===== config.mk =====
export PLATFORM = sky130hd
export DESIGN_NAME = io_bus_arbiter
export DESIGN_NICKNAME = d
export VERILOG_FILES = /design/src/rtl/io_bus_arbiter.sv
export SDC_FILE = /design/constraint.sdc
export NUM_CORES = 1
export LEC_CHECK = 0
export ABC_AREA = 1
export ABC_CLOCK_PERIOD_IN_PS = 4100
export CAP_MARGIN = 20
export CORE_ASPECT_RATIO = 1.2
export CORE_MARGIN = 4
export CORE_UTILIZATION = 46
export DETAILED_ROUTE_END_ITERATION = 10
export PLACE_DENSITY = 0.76
export SLEW_MARGIN = 20
export SYNTH_ARGS = -nofsm -noshare
export SYNTH_HDL_FRONTEND = slang
export SYNTH_SLANG_ARGS = --single-unit

===== constraint.sdc =====
create_clock -name clk -period 4.1 [get_ports clk]
set_clock_uncertainty 0.05 [all_clocks]
set_input_delay 0.615 -clock clk [delete_from_list [all_inputs] [get_ports clk]]
set_output_delay 0.615 -clock clk [all_outputs]
set_load 0.02 [all_outputs]

===== src/rtl/io_bus_arbiter.sv =====
// Two-core to single-peripheral bus arbiter: per-core request FIFOs, round-robin grant,
// one outstanding peripheral transaction, read-response routing with timeout.
module io_bus_arbiter #(
  parameter int QDEPTH  = 2,
  parameter int TIMEOUT = 255
) (
  input  logic        clk,
  input  logic        rst,
  input  logic        c0_addr_en,
  input  logic [31:0] c0_addr,
  input  logic [31:0] c0_wdata,
  input  logic        c0_w_nrr,
  input  logic [3:0]  c0_wstrb,
  output logic [31:0] c0_rdata,
  output logic        c0_rvalid,
  input  logic        c1_addr_en,
  input  logic [31:0] c1_addr,
  input  logic [31:0] c1_wdata,
  input  logic        c1_w_nrr,
  input  logic [3:0]  c1_wstrb,
  output logic [31:0] c1_rdata,
  output logic        c1_rvalid,
  output logic        p_req,
  input  logic        p_ack,
  output logic [31:0] p_addr,
  output logic [31:0] p_wdata,
  output logic        p_w_nrr,
  output logic [3:0]  p_wstrb,
  input  logic [31:0] p_rdata,
  input  logic        p_rvalid,
  output logic [1:0]  ovf,
  output logic        tmo
);

  localparam int AW = $clog2(QDEPTH);
  localparam int CW = (TIMEOUT < 1) ? 1 : $clog2(TIMEOUT + 1);
  localparam logic [AW:0]   PTR_ONE  = 1;
  localparam logic [CW-1:0] CNT_ONE  = 1;
  localparam logic [CW-1:0] CNT_MAX  = CW'(TIMEOUT);
  localparam logic [31:0]   ERR_DATA = 32'hDEAD_BEEF;

  typedef struct packed {
    logic [31:0] addr;
    logic [31:0] wdata;
    logic        w_nrr;
    logic [3:0]  wstrb;
  } ent_t;

  typedef enum logic [1:0] {IDLE, ISSUE, WAIT_RD} state_t;

  ent_t             mem [2][QDEPTH];
  ent_t [1:0]       push_ent;
  ent_t             head;
  logic [1:0][AW:0] wr_ptr;
  logic [1:0][AW:0] rd_ptr;
  logic [1:0]       push;
  logic [1:0]       pop;
  logic [1:0]       full;
  logic [1:0]       empty;

  state_t        state, state_nxt;
  logic          gnt, gnt_nxt;
  logic [CW-1:0] cnt, cnt_nxt;
  logic          rsp_vld_p0;
  logic          rsp_tmo_p0;
  logic [31:0]   rsp_data_p0;

  assign push        = {c1_addr_en, c0_addr_en};
  assign push_ent[0] = {c0_addr, c0_wdata, c0_w_nrr, c0_wstrb};
  assign push_ent[1] = {c1_addr, c1_wdata, c1_w_nrr, c1_wstrb};
  assign pop         = {p_ack & gnt, p_ack & ~gnt} & {2{state == ISSUE}};

  always_comb begin
    for (int n = 0; n < 2; n++) begin
      empty[n] = (wr_ptr[n] == rd_ptr[n]);
      full[n]  = (wr_ptr[n][AW] != rd_ptr[n][AW]) &&
                 (wr_ptr[n][AW-1:0] == rd_ptr[n][AW-1:0]);
    end
  end

  // A full FIFO still accepts a push when its head is popped on the same edge.
  always_ff @(posedge clk) begin
    for (int n = 0; n < 2; n++) begin
      if (push[n] && (!full[n] || pop[n]))
        mem[n][wr_ptr[n][AW-1:0]] <= push_ent[n];
    end
  end

  always_ff @(posedge clk) begin
    if (rst) begin
      wr_ptr <= '0;
      rd_ptr <= '0;
      ovf    <= '0;
    end else begin
      for (int n = 0; n < 2; n++) begin
        if (push[n] && (!full[n] || pop[n])) wr_ptr[n] <= wr_ptr[n] + PTR_ONE;
        if (pop[n])                          rd_ptr[n] <= rd_ptr[n] + PTR_ONE;
        if (push[n] && full[n] && !pop[n])   ovf[n]    <= 1'b1;
      end
    end
  end

  assign head    = mem[gnt][rd_ptr[gnt][AW-1:0]];
  assign p_req   = (state == ISSUE);
  assign p_addr  = head.addr;
  assign p_wdata = head.wdata;
  assign p_w_nrr = head.w_nrr;
  assign p_wstrb = head.wstrb;

  // gnt doubles as the last-grant pointer; resetting it to 1 lets core 0 win first.
  always_ff @(posedge clk) begin
    if (rst) begin
      state <= IDLE;
      gnt   <= 1'b1;
      cnt   <= '0;
    end else begin
      state <= state_nxt;
      gnt   <= gnt_nxt;
      cnt   <= cnt_nxt;
    end
  end

  always_comb begin
    state_nxt   = state;
    gnt_nxt     = gnt;
    cnt_nxt     = cnt;
    rsp_vld_p0  = 1'b0;
    rsp_tmo_p0  = 1'b0;
    rsp_data_p0 = p_rdata;
    unique case (state)
      IDLE: begin
        if (!empty[0] || !empty[1]) begin
          gnt_nxt   = (!empty[0] && !empty[1]) ? ~gnt : empty[0];
          state_nxt = ISSUE;
        end
      end
      ISSUE: begin
        if (p_ack) begin
          if (head.w_nrr) begin
            state_nxt = IDLE;
          end else begin
            state_nxt = WAIT_RD;
            cnt_nxt   = '0;
          end
        end
      end
      WAIT_RD: begin
        if (p_rvalid) begin
          rsp_vld_p0 = 1'b1;
          state_nxt  = IDLE;
        end else if (cnt == CNT_MAX) begin
          rsp_vld_p0  = 1'b1;
          rsp_tmo_p0  = 1'b1;
          rsp_data_p0 = ERR_DATA;
          state_nxt   = IDLE;
        end else begin
          cnt_nxt = cnt + CNT_ONE;
        end
      end
      default: state_nxt = IDLE;
    endcase
  end

  // Response stage: route the completion to the granted core only.
  always_ff @(posedge clk) begin
    if (rst) begin
      c0_rvalid <= 1'b0;
      c1_rvalid <= 1'b0;
      c0_rdata  <= '0;
      c1_rdata  <= '0;
      tmo       <= 1'b0;
    end else begin
      c0_rvalid <= rsp_vld_p0 && !gnt;
      c1_rvalid <= rsp_vld_p0 && gnt;
      if (rsp_vld_p0 && !gnt) c0_rdata <= rsp_data_p0;
      if (rsp_vld_p0 && gnt)  c1_rdata <= rsp_data_p0;
      if (rsp_tmo_p0)         tmo      <= 1'b1;
    end
  end

endmodule


==> metrics <==
status finished, final reports clean; WL per Instance 18.5 um; CTS Buffer Depth 3; Remaining DRCs 0; via/cell ratio 5.09; synthesis-to-finish area growth 32.0%; worst rel slew slack 0.512; Hold/Removal Path Class reg2reg; GRT Residual Overflow 0; core occupancy in the finished layout 0.622; GRT Util Overall 0.201; fmax 268 MHz; ys async rst share 0; Initial Util 0.472; H-tree depth 2; RSZ-0062 raised after global routing false; Synth Cell Area about 14000 um^2; DRT iter0 DRCs 814; largest net degree at the start of global routing 113; sequential-to-total area share from yosys stat 0.695; Critical Path RT 3430 ps; Clock Power Share 0.311; I/O pins approximately 320; TNS Setup 0 ps; CTS root buf clkbuf_16; DR vias 9872; Die Area 34400 um^2; hold slack 399 ps; Reg area 10100 um^2; Power Density roughly 520 nW/um^2; die width between 150 and 200 um; CP arrival 3060 ps; first-pass GRT wire length 54500 um; WHS Path Cells 2; layout cells sized above 1 0.106; number of enable-type register cells in the synthesized netlist 276; syn_area_per_cell around 12 um^2; Worst Tran Pin Value about 730 ps; Flop pwr share 0.441; kind of critical path reg2out; Psw 2.80 mW; final wirelength ~36000 um; Post-CTS Setup Inserts 0; Finished Cell Area 19100 um^2; CTS tree done; Reg2Reg Depth 7; Comb pwr share 0.248; #FFs+latches synth 365; MaxCap Viol Count 0; post-CTS resize count 0; CORE AREA between 30000 and 40000 um^2; min Tclk post-route roughly 3700 ps; Die H 202 um; top_reg_cell synth edfxtp_1; total power 9.88 mW; Synth warnings 0; Peak supply drop 470 uV; Max Slew Vio Count 0; number of buffers created by CTS 36; startpoint types flop; Clk pin slew, worst setup/hold paths 60 ps; Post-Syn Instances about 1200; final setup violation count 0; worst skew pair latency around 520 ps; CP endpoint kind primary output; Rows 70; vias in the first global route 9890; gpl congestion between 0.8 and 0.9; DR pass1 iterations 5; Clock Sinks 365; initial antenna violation count 7; Pint 7.08 mW; crit-path max FO 63; DPL Wire Length around 24000 um; Tcrit/Tclk final 0.909; final hold violation count 0; Buffers on Ports 314; Mapped Nets 1385; LEAKAGE 7.28 nW; Net count, final 1690; Hold-fix buffers, CTS 0; Net Sw Frac 0.283; area of the multi-input gates 3790 um^2; Area after DPL 18000 um^2; Routed Antenna Nets 0; Fillers between 2000 and 2500; Netlist cell types 30
cell usage in the layout, fill, tap and decap left out, types with 3 or more instances in the layout:
master	netlist	routed
nor2_4	0	4
inv_2	3	4
o211ai_1	68	68
dfxtp_1	89	88
edfxtp_1	276	276
nand4_1	5	5
nand2_4	2	3
clkbuf_16	0	36
clkbuf_1	30	9
clkdlybuf4s50_1	0	314
nand2_2	3	3
o21ai_0	80	80
clkinv_1	1	10
a21oi_1	24	24
buf_12	0	5
mux2i_1	68	68
nand2_1	159	158
inv_1	89	89
clkinv_2	0	4
buf_4	3	10
nor2_1	153	149
xor2_1	4	4
nand3_1	17	17
o21ai_1	4	4
or2_1	8	8
or2_2	85	85
critical path: stages, from the launching register on:
cell	delay (ps)
dfxtp_1	550
inv_2	180
nand2_1	150
nand2_4	390
buf_12	360
o21ai_0	250
clkdlybuf4s50_1	650
path summary, 6_finish.rpt:
path	start	to	slack [ps]
worst max-delay path	gnt	p_addr[10]	370
worst min-delay path	ovf[0]	ovf[0]	400
worst max register to register	state[0]	mem[0][95]	1640
worst min register to register	ovf[0]	ovf[0]	400
layer usage:
layer / wire, um / vias to the layer above / global-route usage
met5: 57 / - / 0
met3: 4180 / 64 / 0.0847
li1: - / 4759 / -
met1: 13900 / 4644 / 0.243
met4: 835 / 12 / 0.0542
met2: 17000 / 393 / 0.334
through the flow:
stage                     worst slack [ps]  cells
after floorplan                        571   1208
after global placement                 917   1871
after detailed placement               891   1871
after CTS                              322   1937
after global routing                  67.6   1938
final                                  372   1939
kinds of logic after synthesis:
logic type	count (synthesis)	synth area share
compound gates	177	0.0736
flops	365	0.695
simple gates	436	0.134
xor+xnor	6	0.00363
buf+inv	155	0.0464
mux	68	0.0470
fa+ha+maj	1	0.000863
flip-flops by register name, indices dropped and copies added, names as in the netlist, 2 cells and up, named ones only:
name and flops:
c0_rdata 32, c1_rdata 32, cnt 8, mem 276, ovf 2, rd_ptr 4, state 2, wr_ptr 4
power groups by stage:
stage	registers, mW	logic, mW	clock network [mW]
5_1_grt	4.38	2.64	3.29
3_3_place_gp	4.42	2.43	0
4_1_cts	4.36	2.48	3.15
3_5_place_dp	4.43	2.47	0
6_report	4.35	2.45	3.07
2_1_floorplan	4.43	1.33	0
cells in the mapped netlist, types with 3 or more instances:
master | n | area [um^2]
o211ai_1 | 68 | 510
nand2_2 | 3 | 18.8
buf_2 | 21 | 105
inv_2 | 3 | 11.3
nand3_1 | 17 | 85.1
mux2i_1 | 68 | 681
inv_1 | 89 | 334
a21oi_1 | 24 | 120
o21ai_1 | 4 | 20.0
edfxtp_1 | 276 | 8290
buf_6 | 7 | 78.8
buf_4 | 3 | 22.5
nand2_1 | 159 | 597
nor2_1 | 153 | 574
or2_1 | 8 | 50.1
clkbuf_1 | 30 | 113
o21ai_0 | 80 | 400
xor2_1 | 4 | 35.0
dfxtp_1 | 89 | 1780
or2_2 | 85 | 532
nand4_1 | 5 | 31.3
layout make-up:
class                           instances  area share
Antenna cell                            2    0.000262
Clock buffer                           48      0.0506
Clock inverter                         18     0.00693
Inverter                               93      0.0182
Multi-Input combinational cell        688       0.198
Sequential cell                       365       0.527
Tap cell                              396      0.0259
Timing Repair Buffer                  329       0.173
(Power assumes the default switching activity.)
